`src/rtl/vdma_pkg.sv`:
```
// Shared VDMA frame-store definitions: pointer width, reset slots and the
// one-hot rotate used by both write and read base loops.
package vdma_pkg;

    localparam int PTR_W = 5;
    localparam logic [PTR_W-1:0] WR_PTR_RST = 5'b00001;
    localparam logic [PTR_W-1:0] RD_PTR_RST = 5'b00010;

    // Rotate a one-hot slot left, wrapping at bit n-1 instead of PTR_W-1.
    function automatic logic [PTR_W-1:0] rotl_onehot(input logic [PTR_W-1:0] p,
                                                      input int n);
        logic [PTR_W-1:0] r;
        r = '0;
        for (int i = 0; i < PTR_W; i++) begin
            if (i < n) begin
                if (i == n - 1)
                    r[0] = r[0] | p[i];
                else
                    r[(i + 1) % PTR_W] = p[i];
            end
        end
        return r;
    endfunction

endpackage

```
`src/rtl/ptr_sync.sv`:
```
// Brings the reader's one-hot slot into the write clock domain and only
// accepts it once it has been stable and legal for a full compare cycle.
module ptr_sync
    import vdma_pkg::*;
#(
    parameter int BUF_NUM = 3
) (
    input  logic             clk,
    input  logic             rst,
    input  logic [PTR_W-1:0] d,
    output logic [PTR_W-1:0] q
);

    localparam logic [PTR_W-1:0] SLOT_MASK = PTR_W'((1 << BUF_NUM) - 1);

    logic [PTR_W-1:0] s1;
    logic [PTR_W-1:0] s2;
    logic [PTR_W-1:0] s3;
    logic             accept;

    // A multi-bit bus can be caught mid-transition; equality across two
    // stages plus a legality check filters out torn samples.
    assign accept = (s2 == s3) && $onehot(s2) && ((s2 & ~SLOT_MASK) == '0);

    always_ff @(posedge clk or posedge rst) begin
        if (rst) begin
            s1 <= RD_PTR_RST;
            s2 <= RD_PTR_RST;
            s3 <= RD_PTR_RST;
            q  <= RD_PTR_RST;
        end else begin
            s1 <= d;
            s2 <= s1;
            s3 <= s2;
            if (accept)
                q <= s2;
        end
    end

endmodule

```
`src/rtl/wr_base_loop.sv`:
```
// Write-side frame-buffer pointer manager: picks the next S2MM slot away from
// the reader's slot and publishes only frames with exactly VACTIVE lines.
module wr_base_loop
    import vdma_pkg::*;
#(
    parameter int BUF_NUM = 3,
    parameter int VACTIVE = 1080,
    parameter int LCNT_W  = 12
) (
    input  logic             wclk,
    input  logic             wr_rst,
    input  logic             vsync,
    input  logic             de,
    input  logic [PTR_W-1:0] rd_curr_point,
    output logic [PTR_W-1:0] wr_curr_point,
    output logic [PTR_W-1:0] last_next_point,
    output logic             frame_done,
    output logic             frame_drop
);

    logic              vs_q1, vs_q2;
    logic              de_q1, de_q2;
    logic              vs_rise, de_fall;
    logic [LCNT_W-1:0] lcnt;
    logic [LCNT_W-1:0] lcnt_inc;
    logic [LCNT_W-1:0] lcnt_eval;
    logic              good;
    logic              armed;
    logic [PTR_W-1:0]  rd_sync;
    logic [PTR_W-1:0]  rot1;
    logic [PTR_W-1:0]  nxt;

    ptr_sync #(
        .BUF_NUM(BUF_NUM)
    ) u_ptr_sync (
        .clk(wclk),
        .rst(wr_rst),
        .d  (rd_curr_point),
        .q  (rd_sync)
    );

    assign vs_rise   = vs_q1 & ~vs_q2;
    assign de_fall   = ~de_q1 & de_q2;
    assign lcnt_inc  = (lcnt == '1) ? lcnt : lcnt + 1'b1;
    // A line ending in the same cycle as vsync still belongs to this frame.
    assign lcnt_eval = de_fall ? lcnt_inc : lcnt;
    assign good      = (lcnt_eval == LCNT_W'(VACTIVE));
    assign rot1      = rotl_onehot(wr_curr_point, BUF_NUM);
    assign nxt       = (rot1 == rd_sync) ? rotl_onehot(rot1, BUF_NUM) : rot1;

    always_ff @(posedge wclk or posedge wr_rst) begin
        if (wr_rst) begin
            vs_q1           <= 1'b0;
            vs_q2           <= 1'b0;
            de_q1           <= 1'b0;
            de_q2           <= 1'b0;
            lcnt            <= '0;
            armed           <= 1'b0;
            wr_curr_point   <= WR_PTR_RST;
            last_next_point <= RD_PTR_RST;
            frame_done      <= 1'b0;
            frame_drop      <= 1'b0;
        end else begin
            vs_q1      <= vsync;
            vs_q2      <= vs_q1;
            de_q1      <= de;
            de_q2      <= de_q1;
            frame_done <= 1'b0;
            frame_drop <= 1'b0;

            if (vs_rise)
                lcnt <= '0;
            else if (de_fall)
                lcnt <= lcnt_inc;

            // The first vsync after reset only aligns us to a frame boundary.
            if (vs_rise) begin
                if (!armed) begin
                    armed <= 1'b1;
                end else if (good) begin
                    last_next_point <= wr_curr_point;
                    wr_curr_point   <= nxt;
                    frame_done      <= 1'b1;
                end else begin
                    frame_drop <= 1'b1;
                end
            end
        end
    end

endmodule

```
`config.mk`:
```
export PLATFORM = sky130hd
export DESIGN_NAME = wr_base_loop
export DESIGN_NICKNAME = d
export VERILOG_FILES = /design/src/rtl/vdma_pkg.sv /design/src/rtl/ptr_sync.sv /design/src/rtl/wr_base_loop.sv
export SDC_FILE = /design/constraint.sdc
export NUM_CORES = 1
export LEC_CHECK = 0
export CAP_MARGIN = 20
export CORE_ASPECT_RATIO = 0.6
export CORE_UTILIZATION = 56
export CTS_CLUSTER_SIZE = 16
export DETAILED_ROUTE_END_ITERATION = 8
export PLACE_DENSITY_LB_ADDON = 0.08
export RECOVER_POWER = 100
export SLEW_MARGIN = 20
export SYNTH_ARGS = -nofsm -noshare
export SYNTH_HDL_FRONTEND = slang
export SYNTH_SLANG_ARGS = --single-unit
```
`constraint.sdc`:
```
create_clock -name wclk -period 3.7 [get_ports wclk]
set_input_delay 0.74 -clock wclk [delete_from_list [all_inputs] [get_ports wclk]]
set_output_delay 0.74 -clock wclk [all_outputs]
set_load 0.01 [all_outputs]
```
-- Word-level counts from Yosys, hierarchy flattened
Index checks and enable logic that the tools add are counted.
- flip-flop bits (word level): 49
- bits of input ports: 9
- output and inout port bits: 12
- add/subtract/negate cells: 5
- equality and inequality tests: 5
- mux-type cells: 10
- bitwise operators: 4
- reductions and logical operators: 4
- operators by type and width (operator ; number):
    $mux W12 ; 3
    $add A12 B1 Y12 const B ; 1
    $eq A12 B11 Y1 const B ; 1
    $eq A12 B12 Y1 const B ; 1
    $mux W1 ; 6
    $eq A3 B5 Y1 ; 1
    $eq A5 B5 Y1 ; 1
    $logic_not A5 Y1 ; 1
    $add A1 B1 Y2 ; 2
    $add A3 B1 Y3 ; 1
    $add A3 B3 Y3 ; 1
    $eq A3 B1 Y1 const B ; 1
    $mux W3 ; 1
    $reduce_and A3 Y1 ; 1
    $and A1 B1 Y1 ; 2
    $logic_and A1 B1 Y1 ; 2
    $not A1 Y1 ; 2

-- Longest topological paths before layout
Gate-level depths: netlist of run 1.
- depth after elaboration: 7
- gate-level depth with buffers: 8

-- Cells and area by module
From an unflattened synthesis of run 1, not the netlist that was laid out.
- cells, all modules: 174
- area, all modules: 2147.1 µm²
- modules (own cells, without submodules) (module ; instances ; cells an instance ; area an instance (µm²) ; sequential area each (µm²)):
    wr_base_loop ; 1 ; 128 ; 1432.6 ; 628.1
    ptr_sync ; 1 ; 46 ; 714.4 ; 505.5

-- Worst setup path after synthesis of run 1
No wires, ideal clock.
- kind: flip-flop to flip-flop
- start point: reg u_ptr_sync.s2[1]
- end point: reg u_ptr_sync.q[0]
- arrival: 2494 ps
- required time: 3575 ps
- path slack: 1082 ps
- cell stages (with the launch flop): 7
- buffers on the path: 0
- cell sequence: dfstp_2 -> ha_1 -> fa_1 -> or4b_2 -> nor3_1 -> nand4_1 -> mux2_2
- longest elaborated chain between the ends: 6
- RTL lines (what ; RTL line ; source):
    from (decl) ; ptr_sync.sv:17 ; logic [PTR_W-1:0] s2;
    from (signal assigned) ; ptr_sync.sv:28 ; s2 <= RD_PTR_RST;
    from (signal assigned) ; ptr_sync.sv:33 ; s2 <= s1;
    $add A1 B1 Y2 (not written as such) ; ptr_sync.sv:23 ; assign accept = (s2 == s3) && $onehot(s2) && ((s2 & ~SLOT_MASK) == '0);
    $add A3 B3 Y3 (not written as such) ; ptr_sync.sv:23 ;
    $add A3 B1 Y3 (not written as such) ; ptr_sync.sv:23 ;
    $eq A3 B1 Y1 ; ptr_sync.sv:23 ;
    $logic_and A1 B1 Y1 * (2 in series) ; ptr_sync.sv:23 ;
    to (signal assigned) ; ptr_sync.sv:30 ; q <= RD_PTR_RST;
    to (signal assigned) ; ptr_sync.sv:36 ; q <= s2;
    to (decl) ; ptr_sync.sv:11 ; output logic [PTR_W-1:0] q
Mark *: on every way between the ends. The rest lies on a longest branch, timed or not.
A chain may end at the register's enable or synchronous reset.

-- Worst setup path in the final report of run 1
- start point: reg lcnt[4]
- end point: reg wr_curr_point[2]
- longest elaborated chain between the ends: 5
- RTL lines (what ; RTL line ; source):
    from (decl) ; wr_base_loop.sv:24 ; logic [LCNT_W-1:0] lcnt;
    from (signal assigned) ; wr_base_loop.sv:74 ; lcnt <= lcnt_inc;
    $add A12 B1 Y12 or $eq A12 B12 Y1 (tied branches) ; wr_base_loop.sv:44 ; assign lcnt_inc = (lcnt == '1) ? lcnt : lcnt + 1'b1;
    $mux W12 ; wr_base_loop.sv:44 ;
    $mux W12 * ; -- ;
    $eq A12 B11 Y1 * ; wr_base_loop.sv:47 ; assign good = (lcnt_eval == LCNT_W'(VACTIVE));
    $reduce_and A3 Y1 (no source line) * ; -- ;
    to (signal assigned) ; wr_base_loop.sv:82 ; wr_curr_point <= nxt;
    to (decl) ; wr_base_loop.sv:15 ; output logic [PTR_W-1:0] wr_curr_point,
Marked as above.

==> impl_metrics.tcl, run 1 <==
set metrics [dict create \
    clkSinkCount 45 \
    drt_iter0_drc 89 \
    cp-start-kind "flop" \
    synth_flop_cell "dfrtp_1" \
    clk_latency_ns 0.29 \
    clock_skew_ns 0.006597 \
    endpoint_kind "flop" \
    fin_crit_ns 3.029 \
    wl_um 3693 \
    nNetsFinal 212 \
    setup_tns_ns 0 \
    r2r-end "wr_curr_point[2]$_DFFE_PP0P_" \
    gp_congestion 0.9411 \
    track_usage_pct 22.37 \
    antenna_found_initial 0 \
    critical_path_required_ns 3.87 \
    io_pins 21 \
    setup.worst_path.class "flop to flop" \
    grt_pass1_wl_um 6596 \
    reg2regPathDepth 6 \
    cts_max_path_buffers 2 \
    vias 1407 \
    post-dp-hpwl_um 2707 \
    cts_tree "yes" \
    grt-ovfl-total 0 \
    setup_viol 0 \
    p_leak_nw 1.046 \
    io_buffers 16 \
    hold_viol 0 \
    dp_cells 236 \
    postCtsSetupRepairBufs 0 \
    grt_pass1_vias 1368 \
    cts_root_buffer "clkbuf_8" \
    wire_per_inst_um 15.14 \
    hp-start "u_ptr_sync.s1[3]$_DFF_PP0_" \
    irDropWorstVdd_uv 256.0 \
    cts_buffers 5 \
    synth.yosys.seq_area_share_pct 54.12 \
    area_growth_syn_to_layout_pct 13.56 \
    drtAntennaViolNets 0 \
    period_share_pct 81.87 \
    rsz0062_at_grt "false" \
    hold_path_depth 0 \
    r2r-start "lcnt[4]$_DFF_PP0_" \
    grt_max_degree 30 \
    crit_arrival_ns 3.20 \
    synth_cells 176 \
    die-area_um2 3997 \
    core_area_um2 3403 \
    min_to "u_ptr_sync.s2[3]$_DFF_PP0_" \
    synthTopCellsByArea "dfrtp_1 (47%), dfstp_2 (7.5%), mux2_2 (6.5%)" \
    async_flop_share_pct 100.0 \
    syn-cell-area_um2 2095 \
    power_density_nw_per_um2 407.8 \
    ys_types 48 \
    final_common_cell "dfrtp_1" \
    yosys_warnings 0 \
    chipWidth_um 80.96 \
    holdBufCountCts 0 \
    r2r_setup_slack_ns 0.67 \
    cts_resized 0 \
    outcome "completed" \
    drt_pass1_iterations 5 \
    die_h_um 49.37 \
    rows 16 \
    ys_ff_latch 45 \
    hold_class "flop to flop" \
    drc 0 \
    slew_viol_final 0 \
    synth.avg_cell_area_um2 11.90 \
    worst_pin_slew_ns 1.474 \
    netlist.area_leader.share_pct 46.59 \
    final_cell_mix "dfrtp_1 (39), nor2_1 (16), dlygate4sd3_1 (16)" \
    finalNonFillerCells 244 \
    worstSetupStartpoint "lcnt[4]$_DFF_PP0_" \
    htree_num_levels 2 \
    synth_edf_count 0 \
    cp_max_fo 10 \
    start_util_pct 61.54 \
    clkSlewWorstSetupHoldPaths_ns 0.09 \
    max_clock_freq_mhz 330.1 \
    viasPerCell 5.766 \
    antenna_cells 0 \
    maxCapViolations 0 \
    max_slew_margin_pct 1.739 \
    synth_area_leader_cell "dfrtp_1" \
    final_layout_size_suffix_gt1_share_pct 17.59 \
]
[critical path, stage by stage (launching register included)]
cell	delay [ns]
dfrtp_1	0.41
nand3_1	0.28
or3_1	0.52
o21ai_0	0.56
mux2_1	0.32
nor4b_4	0.43
mux2_2	0.40
[cells by family (layout without fill, tap and decap cells)]
family,after synthesis,in the layout,share of synthesized area [%]
compound gates,20,20,6.632
xor+xnor,11,11,4.600
fa+ha+maj,5,5,3.704
buf+inv,12,32,3.047
flops,45,45,54.12
mux,17,17,9.080
other cells,1,4,0.1790
simple gates,65,65,18.64
[flip-flops by register name, summed over array words and instances (netlist names)]
name	count
armed	1
de_q1	1
de_q2	1
frame_done	1
frame_drop	1
last_next_point	3
lcnt	12
u_ptr_sync.q	5
u_ptr_sync.s1	5
u_ptr_sync.s2	5
u_ptr_sync.s3	5
vs_q1	1
vs_q2	1
wr_curr_point	3
[area by class of cell]
type | instances | area [µm²]
Sequential cell | 45 | 1134
Fill cell | 243 | 1025
Clock inverter | 3 | 46.29
Timing Repair Buffer | 18 | 167.7
Multi-Input combinational cell | 122 | 883.3
Tap cell | 45 | 56.30
Inverter | 6 | 22.52
Clock buffer | 5 | 68.82
[how the worst max path moves through the flow]
stage | to | cells past startpoint
2_1_floorplan | u_ptr_sync.q[0]$_DFFE_PP0P_ | 6
3_3_place_gp | u_ptr_sync.q[2]$_DFFE_PP0P_ | 6
3_5_place_dp | u_ptr_sync.q[2]$_DFFE_PP0P_ | 6
4_1_cts | u_ptr_sync.q[2]$_DFFE_PP0P_ | 6
5_1_grt | wr_curr_point[2]$_DFFE_PP0P_ | 6
6_report | wr_curr_point[2]$_DFFE_PP0P_ | 6
[power by group]
group          switching, mW  leakage (nW)  internal, mW
combinational         0.0409         0.430        0.0326
sequential            0.0182         0.561         0.513
clock                  0.163        0.0543         0.202
[cells in the mapped netlist (2+ instances only)]
| cell | n |
|---|---|
| dfrtp_1 | 39 |
| nor2_1 | 16 |
| mux2_2 | 12 |
| nand2_1 | 10 |
| o21ai_0 | 8 |
| nor3_1 | 7 |
| xnor2_1 | 7 |
| dfstp_2 | 6 |
| inv_1 | 6 |
| nand3_1 | 6 |
| buf_4 | 5 |
| mux2i_1 | 4 |
| xor2_1 | 4 |
| a31oi_1 | 3 |
| ha_1 | 3 |
| nand4_1 | 3 |
| a21oi_1 | 2 |
| and2_1 | 2 |
| fa_1 | 2 |
| nand4b_1 | 2 |
| or2_2 | 2 |
[per-layer routing]
layer	part of all wire [%]	global-route usage, %
met2	42	31.09
met5	0	0
met3	9.6	7.290
met4	0.68	5.060
met1	48	33.79
[stage by stage]
step	power (mW)	hold WS [ns]	utilization [%]	area, µm²	setup slack, ns
after floorplan	0.5925	0.3312	-	2106	1.082
after global placement	0.6119	0.3331	67.46	2296	0.9033
after detailed placement	0.6180	0.3347	67.46	2296	0.8475
after CTS	0.9833	0.3469	70.85	2411	0.8402
after global routing	1.018	0.3530	69.89	2379	0.3982
final	0.9699	0.3472	69.89	2379	0.6708
(Power assumes the default switching activity.)
==> inputs of run 2 (changes only) <==
==> constraint.sdc (replaced) <==
create_clock -name wclk -period 2.92 [get_ports wclk]
set_input_delay 0.584 -clock wclk [delete_from_list [all_inputs] [get_ports wclk]]
set_output_delay 0.584 -clock wclk [all_outputs]
set_load 0.01 [all_outputs]
==> run 2 against run 1 <==
Against the previous run: via count is the same; wire length increased by 6.5%; first-iteration DRC count increased by 5.6%; critical path type unchanged; largest power group unchanged.
==> impl_metrics.tcl, run 2 (synthesis results as in run 1) <==
set metrics [dict create \
    core_area_um2 3403 \
    clk_latency_ns 0.29 \
    area_growth_syn_to_layout_pct 15.89 \
    crit_slowest_cell "dfrtp_1" \
    dpl-instance-area_um2 2318 \
    largest_reg_flops 12 \
    wire_per_inst_um 15.85 \
    critical_path_required_ns 3.10 \
    grt-ovfl-total 0 \
    period_share_pct 96.82 \
    fill_cells 248 \
    slew_viol_final 0 \
    cp_max_fo 6 \
    cp-start-kind "flop" \
    cp_cell_sequence "ha_1 > nand4b_1 > nor3_1 > buf_4 > mux2i_1 > o21ai_0 > nor4b_4 > buf_4 > mux2_2" \
    cts_max_path_buffers 2 \
    post-dp-hpwl_um 2877 \
    drt_pass1_iterations 4 \
    design_area_um2 2427 \
    clkSlewWorstSetupHoldPaths_ns 0.08 \
    cpMostUsedCell "buf_4" \
    setup.worst_path.class "flop to flop" \
    p_total_mw 1.247 \
    irDropWorstVdd_uv 351.3 \
    maxCapViolations 0 \
    dp_cells 239 \
    cts_buffers 5 \
    cp_top_family "simple AND/OR/NAND/NOR gates" \
    io_pins 21 \
    die_h_um 49.37 \
    gp_congestion 0.9427 \
    endpoint_kind "flop" \
    setup_viol 0 \
    setup_ws_ns 0.09291 \
    antenna_found_initial 0 \
    cts_root_buffer "clkbuf_8" \
    nNetsFinal 216 \
    antenna_cells 0 \
    io_buffers 16 \
    vias 1407 \
    clock_skew_ns 0.004673 \
    crit_arrival_ns 3.00 \
    power_density_nw_per_um2 513.9 \
    final_cell_mix "dfrtp_1 (39), nor2_1 (16), dlygate4sd3_1 (16)" \
    fin_crit_ns 2.827 \
    drt_iter0_drc 94 \
    hold_viol 0 \
    worst_pin_slew_ns 1.068 \
    r2r_setup_slack_ns 0.09 \
    drc 0 \
    crit_buf_inv 2 \
    post-place-ws_ns 0.1244 \
    clkSinkCount 45 \
    track_usage_pct 23.16 \
    slowest_delay_ns 0.47 \
    cts_tree "yes" \
    hold_slack_ns 0.3514 \
    max_clock_freq_mhz 353.7 \
    start_util_pct 61.54 \
    postLayoutCoreUtil_pct 71.32 \
    grt_pass1_wl_um 6748 \
    final_common_cell "dfrtp_1" \
    p_leak_nw 1.075 \
    final_layout_size_suffix_gt1_share_pct 20.69 \
    htree_num_levels 2 \
    max_slew_margin_pct 28.80 \
    die-area_um2 3997 \
    setup_tns_ns 0 \
    wl_um 3932 \
    grt_max_degree 46 \
    hold_class "flop to flop" \
    rows 16 \
    drtAntennaViolNets 0 \
    finalNonFillerCells 248 \
    viasPerCell 5.673 \
    chipWidth_um 80.96 \
    outcome "completed" \
    rsz0062_at_grt "false" \
    regMostFlops "lcnt" \
    grt_pass1_vias 1375 \
]
-- run 2: metal layers --
layer	part of all wire [%]	wire length (µm)	vias to the layer above	track usage, %
met5	0	0	-	0
met4	0.38	15	0	8.036
met3	8.2	321	2	6.542
met2	41	1597	54	31.93
met1	51	1998	688	34.79
li1	-	-	663	-
-- run 2: final cells by class --
type                    count  area, µm²  area share, %
repair buffers             22      195.2          8.041
clock buffers               7      86.33          3.557
well taps                  45      56.30          2.320
multi-input cells         122      903.4          37.22
inverters                   6      22.52         0.9278
clock inverters             1      30.03          1.237
flip-flops and latches     45       1134          46.70
-- run 2: timing repair --
action / 4_1_cts / 5_1_grt
buffers inserted: 0 / 1
gates resized for setup: 0 / 1
hold buffers: 0 / 0
endpoints found under the setup margin: 0 / 6
-- run 2: worst reg2reg max path: stages (launching register included) --
cell and delay, ns:
dfrtp_1 0.47, ha_1 0.25, nand4b_1 0.25, nor3_1 0.32
buf_4 0.20, mux2i_1 0.24, o21ai_0 0.18, nor4b_4 0.29
buf_4 0.19, mux2_2 0.34
-- run 2: worst paths after layout --
path / start / endpoint / cells after the start
max: lcnt[0]$_DFF_PP0_ / wr_curr_point[1]$_DFFE_PP0P_ / 9
min: u_ptr_sync.s1[2]$_DFF_PP0_ / u_ptr_sync.s2[2]$_DFF_PP0_ / 0
max reg2reg: lcnt[0]$_DFF_PP0_ / wr_curr_point[1]$_DFFE_PP0P_ / 9
min reg2reg: u_ptr_sync.s1[2]$_DFF_PP0_ / u_ptr_sync.s2[2]$_DFF_PP0_ / 0
max in group asynchronous: wr_rst / u_ptr_sync.s3[3]$_DFF_PP0_ / 3
min in group asynchronous: wr_rst / vs_q2$_DFF_PP0_ / 3
-- run 2: report_power, final --
group	total, mW	internal (mW)	switching [mW]	leakage, nW
Combinational	0.0949	0.0437	0.0512	0.455
Clock	0.478	0.279	0.199	0.0585
Sequential	0.674	0.651	0.0234	0.562
Total	1.25	0.973	0.274	1.07
==> inputs of run 3 (changes only) <==
--- a/config.mk
+++ b/config.mk
@@ -5,11 +5,12 @@
 export SDC_FILE = /design/constraint.sdc
 export NUM_CORES = 1
 export LEC_CHECK = 0
-export CAP_MARGIN = 20
+export CAP_MARGIN = 10
 export CORE_ASPECT_RATIO = 0.6
 export CORE_UTILIZATION = 56
 export CTS_CLUSTER_SIZE = 16
 export DETAILED_ROUTE_END_ITERATION = 8
+export GPL_TIMING_DRIVEN = 0
 export PLACE_DENSITY_LB_ADDON = 0.08
 export RECOVER_POWER = 100
 export SLEW_MARGIN = 20
==> run 3 against run 2 <==
Against the previous run: first-iteration DRC count decreased by 35%; clock skew is 0.0077 ns higher; flip-flop and latch count unchanged; global-route usage shrank 0.58 points.
==> impl_metrics.tcl, run 3 (synthesis results as in run 1) <==
set metrics [dict create \
    worstSetupStartpoint "u_ptr_sync.s2[1]$_DFF_PP1_" \
    holdBufCountCts 0 \
    slew_viol_final 0 \
    outcome "completed" \
    die_h_um 49.37 \
    grt_pass1_wl_um 6610 \
    area_growth_syn_to_layout_pct 18.22 \
    cp_max_fo 5 \
    crit_slowest_cell "or4b_2" \
    hold_class "flop to flop" \
    p_total_mw 1.236 \
    r2r_setup_slack_ns 0.18 \
    antenna_cells 0 \
    setup_ws_ns 0.1815 \
    worst_pin_slew_ns 1.150 \
    start_util_pct 61.54 \
    cp.depth 6 \
    p_leak_nw 1.119 \
    endpoint_kind "flop" \
    grt_max_degree 28 \
    clk_latency_ns 0.30 \
    share_seq_of_total_power_pct 54.5 \
    crit_buf_inv 0 \
    r2r-start "u_ptr_sync.s2[1]$_DFF_PP1_" \
    nNetsFinal 220 \
    multiInputGateArea_um2 919.6 \
    drtAntennaViolNets 0 \
    rows 16 \
    cts_root_buffer "clkbuf_8" \
    crit_arrival_ns 2.91 \
    cp_cell_sequence "ha_1 > fa_1 > or4b_2 > nor3_2 > nand4_1 > mux2_1" \
    setup_viol 0 \
    regMostFlops "lcnt" \
    clkPwrFrac_pct 37.4 \
    wire_per_inst_um 16.09 \
    final-seq-area_um2 1134 \
    post-place-ws_ns -0.03734 \
    fin_crit_ns 2.738 \
    swShare_pct 22.84 \
    maxCapViolations 0 \
    rsz0062_at_grt "false" \
    grt_pass1_vias 1342 \
    post-dp-hpwl_um 2864 \
    final_layout_size_suffix_gt1_share_pct 22.22 \
    core_area_um2 3403 \
    hold_slack_ns 0.3540 \
    drc 0 \
    cp_top_family "simple AND/OR/NAND/NOR gates" \
    htree_num_levels 2 \
    clkSinkCount 45 \
    die-area_um2 3997 \
    r2r-end "u_ptr_sync.q[2]$_DFFE_PP0P_" \
    wl_um 4054 \
    antenna_found_initial 0 \
    comb_power_share_pct 8.1 \
    cts_tree "yes" \
    p_sw_mw 0.2824 \
    gp_congestion 0.9049 \
    power.internal_mw 0.9540 \
    largest_reg_flops 12 \
    reg2regPathDepth 6 \
    grt-ovfl-total 0 \
    cp-start-kind "flop" \
    irDropWorstVdd_uv 410.1 \
    crit_end "u_ptr_sync.q[2]$_DFFE_PP0P_" \
    clock_skew_ns 0.01242 \
    io_buffers 16 \
    chipWidth_um 80.96 \
    power_density_nw_per_um2 499.4 \
    max_clock_freq_mhz 365.2 \
    hold_viol 0 \
    track_usage_pct 22.58 \
    io_pins 21 \
    drt_pass1_iterations 4 \
    final_common_cell "dfrtp_1" \
    setup.worst_path.class "flop to flop" \
    max_slew_margin_pct 23.31 \
    vias 1429 \
    slowest_delay_ns 0.60 \
    final_cell_mix "dfrtp_1 (39), nor2_1 (16), dlygate4sd3_1 (16)" \
    clkSlewWorstSetupHoldPaths_ns 0.09 \
    drt_iter0_drc 61 \
    viasPerCell 5.671 \
    period_share_pct 93.78 \
    cts_buffers 5 \
    critical_path_required_ns 3.09 \
    fill_cells 242 \
    cts_max_path_buffers 2 \
]
## run 3: worst min path at each step
stage	start	end	slack [ns]	cells after the start
after floorplan	u_ptr_sync.s1[0]$_DFF_PP0_	u_ptr_sync.s2[0]$_DFF_PP0_	0.33	0
after global placement	u_ptr_sync.s1[0]$_DFF_PP0_	u_ptr_sync.s2[0]$_DFF_PP0_	0.33	0
after detailed placement	u_ptr_sync.s1[3]$_DFF_PP0_	u_ptr_sync.s2[3]$_DFF_PP0_	0.33	0
after CTS	u_ptr_sync.s1[3]$_DFF_PP0_	u_ptr_sync.s2[3]$_DFF_PP0_	0.36	0
after global routing	u_ptr_sync.s1[3]$_DFF_PP0_	u_ptr_sync.s2[3]$_DFF_PP0_	0.36	0
final	u_ptr_sync.s1[3]$_DFF_PP0_	u_ptr_sync.s2[3]$_DFF_PP0_	0.35	0
## run 3: final cells by class
| type | instances | share of cell area, % |
|---|---|---|
| Multi-Input combinational cell | 122 | 37.14 |
| Clock inverter | 2 | 1.566 |
| Sequential cell | 45 | 45.78 |
| Buffer | 6 | 1.668 |
| Inverter | 6 | 0.9096 |
| Tap cell | 45 | 2.274 |
| Timing Repair Buffer | 20 | 7.731 |
| Clock buffer | 6 | 2.931 |
## run 3: power groups by stage
stage	registers [mW]	logic (mW)	clock network, mW
floorplan	0.680	0.0713	0
global placement	0.683	0.0942	0
detailed placement	0.686	0.104	0
CTS	0.674	0.105	0.467
global route	0.677	0.113	0.496
finish	0.673	0.101	0.463
## run 3: timing repair
action / in CTS / in global routing
pin swaps: 0 / 3
buffers inserted: 0 / 3
endpoints found under the setup margin: 6 / 11
gates resized for setup: 1 / 3
hold endpoints to repair: 0 / 0
## run 3: metal layers
| layer | part of all wire [%] | track usage [%] | vias to the layer above | wire length, µm |
|---|---|---|---|---|
| met3 | 6.7 | 6.729 | 7 | 272 |
| met5 | 0 | 0 | - | 0 |
| met2 | 44 | 32.49 | 53 | 1779 |
| met4 | 1.1 | 3.869 | 0 | 43 |
| li1 | - | - | 670 | - |
| met1 | 48 | 34.17 | 699 | 1959 |
## run 3: per-stage QoR
stage / area (µm²) / utilization [%] / cells / TNS (ns)
global placement: 2322 / 68.24 / 240 / 0
floorplan: 2106 / - / 179 / 0
CTS: 2466 / 72.46 / 249 / 0
finish: 2476 / 72.76 / 252 / 0
detailed placement: 2350 / 69.04 / 241 / -0.1171
global route: 2476 / 72.76 / 252 / 0
## run 3: worst register-to-register path, cell delays in order, from the launching register on
cell,delay [ns]
dfstp_2,0.54
ha_1,0.24
fa_1,0.51
or4b_2,0.60
nor3_2,0.15
nand4_1,0.22
mux2_1,0.37
==> edit: new RTL, config.mk and constraints of run 3 <==
Add an input register stage for `vsync`, `de` and `rd_curr_point`, cleared by the reset; this delays them by one clock. Comments in the files are not updated.
--- a/src/rtl/wr_base_loop.sv
+++ b/src/rtl/wr_base_loop.sv
@@ -18,6 +18,22 @@
     output logic             frame_drop
 );
 
+    logic vsync_q;
+    logic de_q;
+    logic [PTR_W-1:0] rd_curr_point_q;
+
+    always_ff @(posedge wclk or posedge wr_rst) begin
+        if (wr_rst) begin
+            vsync_q         <= '0;
+            de_q            <= '0;
+            rd_curr_point_q <= '0;
+        end else begin
+            vsync_q         <= vsync;
+            de_q            <= de;
+            rd_curr_point_q <= rd_curr_point;
+        end
+    end
+
     logic              vs_q1, vs_q2;
     logic              de_q1, de_q2;
     logic              vs_rise, de_fall;
@@ -35,7 +51,7 @@
     ) u_ptr_sync (
         .clk(wclk),
         .rst(wr_rst),
-        .d  (rd_curr_point),
+        .d  (rd_curr_point_q),
         .q  (rd_sync)
     );
 
@@ -61,9 +77,9 @@
             frame_done      <= 1'b0;
             frame_drop      <= 1'b0;
         end else begin
-            vs_q1      <= vsync;
+            vs_q1      <= vsync_q;
             vs_q2      <= vs_q1;
-            de_q1      <= de;
+            de_q1      <= de_q;
             de_q2      <= de_q1;
             frame_done <= 1'b0;
             frame_drop <= 1'b0;
Behaviour: not the same (Yosys sat finds a counterexample within 10 cycles, from zero or initial values and one cycle with wr_rst high).
==> edit against run 3 <==
- power rose by 6.0%
- routed wire length fell by 10%
- count of clock-buffer cells in the layout fell by 1
- setup slack got worse by 64 ps
- final area rose by 2.1%
- global-route usage fell by 2.6 points
- area after synthesis rose by 5.7%
- sequential share of layout area rose by 6.0 points
- sequential cell count rose by 7
- first-iteration DRC count rose by 49%
- critical path type unchanged
- largest power group unchanged
==> edit: results (changes against run 3) <==
* Post-synthesis cell type count at 44 (-8.3%)
* Detail Route Antenna Nets at 0 (unchanged)
* Peak VDD IR at 0.3908 mV (-4.7%)
* Final #Nets at 210 (-4.5%)
* Post-synthesis xor/xnor area fraction at 3.559% (-1.0 points)
* Post-synth top cells: dfrtp_1, nor2_1, inv_1
* Initial antenna violation count at 0 (unchanged)
* Final RePlAce weighted congestion at 0.8789 (-2.9%)
* Number of global-route vias before repair at 1264 (-5.8%)
* Peak fanout along the critical path at 7 (+2)
* Routed met2 length at 1.525 mm (-14%)
* Clock Root Buffer: clkbuf_8
* Delay-heaviest family, CP: simple AND/OR/NAND/NOR gates
* Outcome: finished, final reports clean
* Largest net degree at the start of global routing at 32 (+14%)
* First-pass GRT wire length at 6.127 mm (-7.3%)
* Count of cells resized by post-cts repair at 0 (-1)
* Buffers on Ports at 16 (unchanged)
* Seq/Total Area, Yosys at 59.10% (+5.0 points)
* GR Layer Usage met3 at 7.895% (+1.2 points)
* Share of post-route cells with drive strength above 1 at 20.30% (-1.9 points)
* Dpl ws at 162.3 ps (+199.6 ps)
* Mux cell area share after synthesis at 9.153% (+0.072 points)
* Area share of fa/ha/maj cells after synthesis at 3.503% (-0.20 points)
* Layout Skew at 4.315 ps (-8.101 ps)
* Met2 Use GR at 27.87% (-4.6 points)
* Wirelength per Cell at 14.87 um (-7.5%)
* GRT Util Overall at 19.97% (-2.6 points)
* Crit path max-delay cell type: or4_1
* DRT iter0 DRCs at 91 (+49%)
* Leakage Power at 0.001194 uW (+6.8%)
* Top cells by area, synth: dfrtp_1, dfstp_2, mux2_4, mux2_2, xnor2_1
* Top FF cell, synth: dfrtp_1
* GR Layer Usage met1 at 28.38% (-5.8 points)
* CP max stage delay at 510 ps (-90 ps)
* Post-synthesis compound-gate area fraction at 4.689% (-1.9 points)
* Skew-Pair Late Insertion Delay at roughly 310 ps
* Post-DP HPWL at 2.587 mm (-9.7%)
* Max-slew headroom at 46.33% (+23 points)
* Clock Path Buffers at 2 (unchanged)
* Vias per cell at 5.508 (-2.9%)
* Arrival @ worst endpoint at 3000 ps (+90 ps)
* Number of flip-flops in the largest register at 12 (unchanged)
* Fill cells at 261 (+7.9%)
* Routed wl met3 at 316 um (+16%)
* Highest Signal Layer: met4
* Met1 wire length at 1.742 mm (-11%)
* Post-placement cell area at 2465 um^2 (+4.9%)
edit: changes by cell type after synthesis, moves of 4 or more:
cell	before	now
dfrtp_1	39	46
mux2_2	12	6
mux2_4	1	7
nor2_1	16	11
o21ai_0	8	3
and3_1	0	4
nand2_1	10	6
edit: worst paths after layout:
path / to / slack (ps) / start / cells past startpoint
worst max-delay path: last_next_point[2] / 120 / lcnt[1] / 8
worst min-delay path: u_ptr_sync.s2[3] / 360 / u_ptr_sync.s1[3] / 0
worst max register to register: last_next_point[2] / 120 / lcnt[1] / 8
worst min register to register: u_ptr_sync.s2[3] / 360 / u_ptr_sync.s1[3] / 0
max in group asynchronous: last_next_point[2] / 870 / wr_rst / 3
min in group asynchronous: vs_q2 / 850 / wr_rst / 2
edit: stage by stage:
step,util (%),std cells
5_1_grt,67.90,244
3_5_place_dp,66.22,236
2_1_floorplan,-,172
3_3_place_gp,65.68,235
6_report,67.90,244
4_1_cts,68.81,244
edit: cell type report:
class | count | share of cell area, %
inverter | 8 | 1.188
clock buffer | 5 | 2.723
clock inverter | 3 | 1.089
sequential | 52 | 51.78
timing repair buffer | 17 | 6.535
tap | 47 | 2.327
buffer | 5 | 1.337
multi-input combinational | 107 | 33.02
edit: worst reg2reg max path, delay by kind of cell (launching register included):
family	cells	cell delay, ps
XOR/XNOR	1	300
adder cells (fa/ha/maj)	1	230
flip-flops	1	470
multiplexers	1	350
AND/OR/NAND/NOR	5	1350
edit: where the power goes:
part	switching (uW)	internal (uW)	total (uW)
combinational	59.1	47.8	107
sequential	22.5	752	775
clock	253	176	429
edit: cell families (layout without fill, tap and decap cells):
family,after synthesis,in the layout
muxes,16,16
AOI/OAI and AO/OA,16,16
and+or+nand+nor,57,57
other,1,4
xor gates and xnor gates,9,9
adders and majority gates,5,5
DFF,52,52
buffers and inverters,13,38
